File: src/rtl/keep_m_in_n.sv
// keep_m_in_n: forwards m of every n samples (sample mode) or packets (vector mode) on an AXI-stream.
// Define KEEP_M_IN_N_STATS_EN to build the saturating keep/drop beat counters.
module keep_m_in_n #(
  parameter int WIDTH = 32,
  parameter int MAX_N = 65535,
  localparam int WN = $clog2(MAX_N + 1)
) (
  input  logic             clk,
  input  logic             reset_n,
  input  logic             clear,
  input  logic             vector_mode,
  input  logic [WN-1:0]    m,
  input  logic [WN-1:0]    n,
  input  logic [WIDTH-1:0] i_tdata,
  input  logic             i_tlast,
  input  logic             i_tvalid,
  output logic             i_tready,
  output logic [WIDTH-1:0] o_tdata,
  output logic             o_tlast,
  output logic             o_tvalid,
  input  logic             o_tready,
  output logic [31:0]      drop_count,
  output logic [31:0]      keep_count
);

  // Handshake: a beat moves on a rising edge where valid and ready are both high;
  // valid never waits for ready, and a presented output beat is held until taken.

  localparam logic [WN-1:0] ONE = WN'(1);

  logic [WN-1:0]    cfg_m, cfg_n;
  logic [WN-1:0]    act_m, act_n;
  logic             act_vec;
  logic [WN-1:0]    eff_m, eff_n;
  logic             eff_vec;
  logic [WN-1:0]    samp_cnt, pkt_cnt;
  logic             sop;
  logic             started;
  logic             boundary;
  logic             last_samp, last_pkt;
  logic             keep_now;
  logic             fire, push, pop;
  logic             out_last;
  logic [1:0]       fill;
  logic [WIDTH-1:0] data0, data1;
  logic             last0, last1;

  always_comb begin
    cfg_n = (n == '0) ? ONE : n;
    cfg_m = (m == '0) ? ONE : ((m > cfg_n) ? cfg_n : m);
  end

  // At a window boundary the incoming settings govern the first item directly.
  assign boundary  = act_vec ? (pkt_cnt == '0 && sop) : (samp_cnt == '0);
  assign eff_m     = boundary ? cfg_m : act_m;
  assign eff_n     = boundary ? cfg_n : act_n;
  assign eff_vec   = boundary ? vector_mode : act_vec;

  assign last_samp = (samp_cnt >= eff_n - ONE);
  assign last_pkt  = (pkt_cnt >= eff_n - ONE);
  assign keep_now  = eff_vec ? (pkt_cnt < eff_m) : (samp_cnt < eff_m);
  assign out_last  = eff_vec ? i_tlast : (i_tlast && last_pkt);

  // Dropped beats never need buffer space, so they are taken even when full.
  assign i_tready  = started && ((fill != 2'd2) || !keep_now);
  assign fire      = i_tvalid && i_tready;
  assign push      = fire && keep_now && !clear;
  assign pop       = (fill != 2'd0) && o_tready;

  always_ff @(posedge clk or negedge reset_n) begin
    if (!reset_n) begin
      started  <= 1'b0;
      samp_cnt <= '0;
      pkt_cnt  <= '0;
      sop      <= 1'b1;
      act_m    <= ONE;
      act_n    <= ONE;
      act_vec  <= 1'b0;
    end else begin
      started <= 1'b1;
      if (clear) begin
        samp_cnt <= '0;
        pkt_cnt  <= '0;
        sop      <= 1'b1;
        act_m    <= cfg_m;
        act_n    <= cfg_n;
        act_vec  <= vector_mode;
      end else begin
        if (boundary) begin
          act_m   <= cfg_m;
          act_n   <= cfg_n;
          act_vec <= vector_mode;
        end
        if (fire) begin
          sop <= i_tlast;
          if (eff_vec) samp_cnt <= '0;
          else         samp_cnt <= last_samp ? '0 : samp_cnt + ONE;
          if (i_tlast) pkt_cnt <= last_pkt ? '0 : pkt_cnt + ONE;
        end
      end
    end
  end

  // Two-entry output buffer; entry 0 always drives the output port.
  always_ff @(posedge clk or negedge reset_n) begin
    if (!reset_n) begin
      fill  <= 2'd0;
      data0 <= '0;
      data1 <= '0;
      last0 <= 1'b0;
      last1 <= 1'b0;
    end else if (clear) begin
      fill <= 2'd0;
    end else begin
      case ({push, pop})
        2'b10: begin
          if (fill == 2'd0) begin
            data0 <= i_tdata;
            last0 <= out_last;
          end else begin
            data1 <= i_tdata;
            last1 <= out_last;
          end
          fill <= fill + 2'd1;
        end
        2'b01: begin
          data0 <= data1;
          last0 <= last1;
          fill  <= fill - 2'd1;
        end
        2'b11: begin
          if (fill == 2'd1) begin
            data0 <= i_tdata;
            last0 <= out_last;
          end else begin
            data0 <= data1;
            last0 <= last1;
            data1 <= i_tdata;
            last1 <= out_last;
          end
        end
        default: ;
      endcase
    end
  end

  assign o_tvalid = (fill != 2'd0);
  assign o_tdata  = data0;
  assign o_tlast  = last0;

`ifdef KEEP_M_IN_N_STATS_EN
  always_ff @(posedge clk or negedge reset_n) begin
    if (!reset_n) begin
      keep_count <= '0;
      drop_count <= '0;
    end else if (clear) begin
      keep_count <= '0;
      drop_count <= '0;
    end else begin
      if (push && (keep_count != '1)) keep_count <= keep_count + 32'd1;
      if (fire && !keep_now && (drop_count != '1)) drop_count <= drop_count + 32'd1;
    end
  end
`else
  assign keep_count = '0;
  assign drop_count = '0;
`endif

endmodule
File: config.mk
export PLATFORM = sky130hd
export DESIGN_NAME = keep_m_in_n
export DESIGN_NICKNAME = d
export VERILOG_FILES = /design/src/rtl/keep_m_in_n.sv
export SDC_FILE = /design/constraint.sdc
export NUM_CORES = 1
export LEC_CHECK = 0
export ABC_AREA = 1
export BUFFER_PORTS_ARGS = -buffer_cell sky130_fd_sc_hd__buf_4
export CORE_ASPECT_RATIO = 0.5
export CORE_MARGIN = 2
export CORE_UTILIZATION = 58
export CTS_CLUSTER_DIAMETER = 50
export CTS_CLUSTER_SIZE = 12
export DETAILED_ROUTE_END_ITERATION = 10
export GPL_TIMING_DRIVEN = 1
export PLACE_DENSITY = 0.84
export SLEW_MARGIN = 20
export SYNTH_ARGS = -nofsm -noshare
export SYNTH_HDL_FRONTEND = slang
export SYNTH_SLANG_ARGS = --single-unit
File: constraint.sdc
create_clock -name clk -period 6.6 [get_ports clk]
set_input_delay 1.32 -clock clk [delete_from_list [all_inputs] [get_ports clk]]
set_output_delay 1.32 -clock clk [all_outputs]
set_load 0.01 [all_outputs]
**Word level (Yosys, flattened, before mapping)**

Cells that the tools add are included.

- $add $sub $neg: 5
- $lt $le $gt $ge: 5
- Equal/unequal tests: 8
- Muxes and demuxes: 36
- Bitwise gates (word level): 1
- Reductions and logical operators: 24

Operators with widths:

| cell | count |
|---|---|
| $mux 16 | 15 |
| $mux 32 | 4 |
| $pmux 32 s3 | 1 |
| $logic_not 16->1 | 4 |
| $pmux 32 s2 | 1 |
| $add 16x1->16 const B | 2 |
| $ge 16x16->1 | 2 |
| $lt 16x16->1 | 2 |
| $gt 16x16->1 | 1 |
| $sub 16x1->16 const B | 1 |
| $mux 1 | 11 |
| $ne 2x2->1 const B | 4 |
| $reduce_bool 2->1 | 4 |
| $logic_and 1x1->1 | 7 |
| $reduce_bool 3->1 | 2 |
| $eq 2x1->1 const B | 2 |
| $eq 2x2->1 const B | 2 |
| $pmux 2 s2 | 1 |
| $reduce_and 4->1 | 1 |
| $pmux 1 s3 | 1 |
| $reduce_and 3->1 | 1 |
| $add 2x1->2 const B | 1 |
| $logic_not 1->1 | 2 |
| $logic_not 2->1 | 1 |
| other kinds (6) | 6 |

- Register bits: 135
- Input port bits: 71
- Output and inout port bits: 99
- Logic and storage cells: 91

**Longest topological paths before layout**

- Word-level depth: 17
- Depth in mapped cells: 39
- Depth with buffers taken out: 38

**Worst setup path after synthesis**

OpenSTA, ideal clock, no wires.

- Path type: input-to-output
- Start point: input port n[15]
- End point: output port i_tready
- Data arrival time: 4.367 ns
- Required time: 5.280 ns
- Slack: 0.913 ns
- Stages on the path: 30
- Path buffers: 1
- Path through: inv_1 nand4_1 nor2_1 nand2_1 nand2_1 ha_1 inv_1 nand2_1 nand2_1 nand2_1 nand2_1 nand2_1 nand2_1 nand2_1 nand2_1 nand2_1 inv_1 clkbuf_1 o21ai_0 a21oi_1 mux2i_1 ha_1 a21oi_1 o21ai_0 nand3_1 a21oi_1 a2111oi_0 nand2_1 nand2_2 a21boi_1

- Cells in the longest elaborated chain, start to end: 11
- Elaborated cells on any way between the ends: 12
- Those cells by class: 3 x order compare; 5 x mux; 4 x reduce/logical

RTL lines:

| what | RTL line | source |
|---|---|---|
| from (decl) | 13 | `input logic [WN-1:0] n,` |
| $logic_not 16->1 | 49 | `cfg_n = (n == '0) ? ONE : n;` |
| $mux 16 (*) | 49 |  |
| $gt 16x16->1 | 50 | `cfg_m = (m == '0) ? ONE : ((m > cfg_n) ? cfg_n : m);` |
| $mux 16 (*) (2 in series) | 50 |  |
| $mux 16 (*) | - |  |
| $lt 16x16->1 | 61 | `assign keep_now = eff_vec ? (pkt_cnt < eff_m) : (samp_cnt < eff_m);` |
| $mux 1 (*) | 61 |  |
| $logic_not 1->1 (*) | 65 | `assign i_tready = started && ((fill != 2'd2) \|\| !keep_now);` |
| $logic_or 1x1->1 (*) | 65 |  |
| $logic_and 1x1->1 (*) | 65 |  |
| to (decl) | 17 | `output logic i_tready,` |

Mark *: on every way between the ends. The rest lies on a longest branch, timed or not.

**Final worst setup path**

- Start point: input port n[13]
- End point: output port i_tready

Same word-level chain as after synthesis.

==> metrics.cfg <==
[outcome]
outcome=complete, no violations

[grt]
overflow=0
grt_usage_pct=28.9
antenna_found_initial=0
grt_max_degree=82
grt_pass1_wl_um=43400
grt_pass1_vias=9220

[timing]
skew_ps=15.0
max_freq_mhz=156
setup_viol=0
worst_slack_ps=202
fin_crit_ps=6400
rsz0062_at_grt=true
worst_slew_pin_slew_ps=738
post-route-period-util_pct=96.9
slew_viol_final=0
finalSetupTns_ps=0
hold_viol=0
relSlewSlack_pct=50.3

[critical_path]
critPathSlowestCell=ha_1
critPathArrivalTime_ps=5080
worstSetupEndpointType=primary output
worstSetupStartpointType=input port
reg2reg_depth=27
required_ps=5280
crit_path_max_incr_delay_ps=330
cp_max_fo=10
cpMostUsedCell=nand2_1
path_class=input port to primary output
cp_top_family=simple AND/OR/NAND/NOR gates
path_depth=31
critPathBufInv=6

[placement]
placed_cell_area_mm2=0.0107
pre_cts_ws_ps=97.5
dp_hpwl_um=18300
gp_congestion=0.936
io_buffers=105

[layout]
register_area_mm2=0.00338
stdcell_area_mm2=0.0114
nets=1600
diodes=0
area_delta_synth_final_pct=13.5
drive_gt1_share_pct=14.3
num-fill-cells=1355
multiInputGateArea_mm2=0.00571

[die]
pin_count=170
rows=33
die_height_um=96.9
initial_core_util_pct=60.2
core_mm2=0.0166
die-area_mm2=0.0184
fp.dieW_um=190

[flow_run]
max_cap_viol_count=0

[route]
postRouteAntennaNets=0
wl_per_cell_um=15.5
num_vias=9548
drt-total-wl_um=26200
viasPerCell=5.66
dr.first_iter.drc_count=716
drc=0
drt_pass1_iterations=5

[synth]
ys_ff_latch=135
synth_edf_count=0
netlist_top_cells_count=nand2_1 (331), nand3_1 (135), dfrtp_1 (132)
yosysTopAreaCell=dfrtp_1
synthArstFlopShare_pct=100
synth_warnings=0
synthTopCellsByArea=dfrtp_1 (33%), nand2_1 (12%), ha_1 (10%)
synth-main-ff-cell=dfrtp_1
synth.avg_cell_area_um2=7.34
yosysMostFrequentCell=nand2_1
synth_area_mm2=0.0100
synthDominantCellAreaShare_pct=33.0
ys_seq_area_share_pct=33.8
syn_inst=1365
synth.distinct_cells=50

[clock_network]
cts.path.max_buffers=2
cts_max_level=4
clk_pin_slew_ps=60
cts_inserted_buffers=17
root_buffer=clkbuf_16
cts_hold_buf=0
cts_tree=built
insertion_delay_ps=430
cts.sinks=135

[pwr]
ir_worst_vdd_uv=270
fin_total_pwr_uw=3590
power_leakage_uw=0.00580
powerDensity_mw_per_mm2=316

[hold_path]
whs_path_depth=2
hold_class=register to register

## worst reg2reg max path: stages (launching register included)
cell      delay, ps
dfrtp_1         420
inv_1           150
ha_1            210
nand4_1         110
nor2_1          160
nand3_1         110
nand2_1         130
nand2_4         210
inv_2           290
nand3_1         100
o21ai_1         300
ha_1            280
nand3_1         160
nor3_1          390
inv_1            80
nor2_1          160
and3_1          250
a31oi_1         110
a21oi_1         280
ha_1            290
nand2_1          60
inv_1            50
nand3_1          50
o21bai_1        100
nand3b_1         90
a21oi_1         390
nand4_1         550
o21ai_0         350
## flip-flops by register name (all words and copies together) (netlist names)
| signal | flops |
|---|---|
| act_m | 16 |
| act_n | 16 |
| act_vec | 1 |
| data1 | 32 |
| fill | 2 |
| last1 | 1 |
| o_tdata | 32 |
| o_tlast | 1 |
| pkt_cnt | 16 |
| samp_cnt | 16 |
| sop | 1 |
| started | 1 |
## power breakdown
group / internal, uW / switching [uW]
sequential: 1060 / 141
combinational: 530 / 841
clock: 619 / 400
total: 2210 / 1380
## placed cells by master, fill, tap and decap left out, types with 3 or more instances in the layout
master / netlist / final
nand2_1: 331 / 328
nand3_1: 135 / 135
dfrtp_1: 132 / 132
buf_4: 67 / 117
inv_1: 113 / 105
o21ai_0: 90 / 89
nor2_1: 85 / 84
ha_1: 82 / 81
a21oi_1: 75 / 74
conb_1: 2 / 65
o21ai_1: 29 / 30
nand4_1: 22 / 22
xor2_1: 19 / 19
o22ai_1: 19 / 19
inv_2: 11 / 17
clkbuf_16: 0 / 17
nor3_1: 15 / 15
a21oi_2: 10 / 11
mux2i_1: 13 / 10
xnor2_1: 8 / 8
nor4_1: 7 / 7
nand2_2: 4 / 6
inv_6: 0 / 5
clkinvlp_4: 0 / 4
o21bai_1: 4 / 4
mux2i_2: 0 / 3
nor2_2: 2 / 3
nand3b_1: 3 / 3
o21a_1: 3 / 3
dfstp_2: 3 / 3
bufinv_16: 0 / 3
## stage by stage
step / std cells / hold slack (ps) / utilization, %
finish: 1686 / 479 / 68.3
CTS: 1681 / 479 / 67.7
global placement: 1650 / 466 / 64.0
global route: 1686 / 497 / 68.3
detailed placement: 1650 / 466 / 64.0
floorplan: 1428 / 448 / -
## logic make-up after synthesis
| group | count (synthesis) | synth area share [%] |
|---|---|---|
| and+or+nand+nor | 619 | 26.8 |
| buffers and inverters | 244 | 12.2 |
| AOI/OAI and AO/OA | 243 | 13.3 |
| DFF | 135 | 33.8 |
| adders and majority gates | 82 | 10.2 |
| xor gates and xnor gates | 27 | 2.36 |
| muxes | 13 | 1.30 |
| other | 2 | 0.0750 |
## metal layers
| layer | up-vias | wire length (um) | global-route usage [%] | part of all wire (%) |
|---|---|---|---|---|
| met1 | 4479 | 11400 | 38.5 | 44 |
| met5 | - | 0 | 0 | 0 |
| met2 | 439 | 12200 | 47.2 | 47 |
| li1 | 4581 | - | - | - |
| met3 | 49 | 2180 | 6.53 | 8.3 |
| met4 | 0 | 428 | 8.47 | 1.6 |
## worst paths after layout
path / start / endpoint / slack (ps)
setup reg to reg: samp_cnt[1] / samp_cnt[0] / 680
hold reg to reg: sop / sop / 480
setup / recovery: n[13] / i_tready / 200
min in group asynchronous: reset_n / o_tdata[27] / 940
max in group asynchronous: reset_n / act_n[11] / 4430
hold / removal: sop / sop / 480
## layout make-up
class                      instances  share of cell area [%]
clock buffer                      19                    3.98
multi-input combinational       1049                    50.2
tap                              227                    2.50
sequential                       135                    29.7
inverter                         125                    4.18
timing repair buffer             119                    7.92
clock inverter                    12                    1.45
## repair_timing
action,CTS,global route
setup endpoints to repair,0,6
resized for setup,0,21
setup buffers,0,5
(Power assumes the default switching activity.)
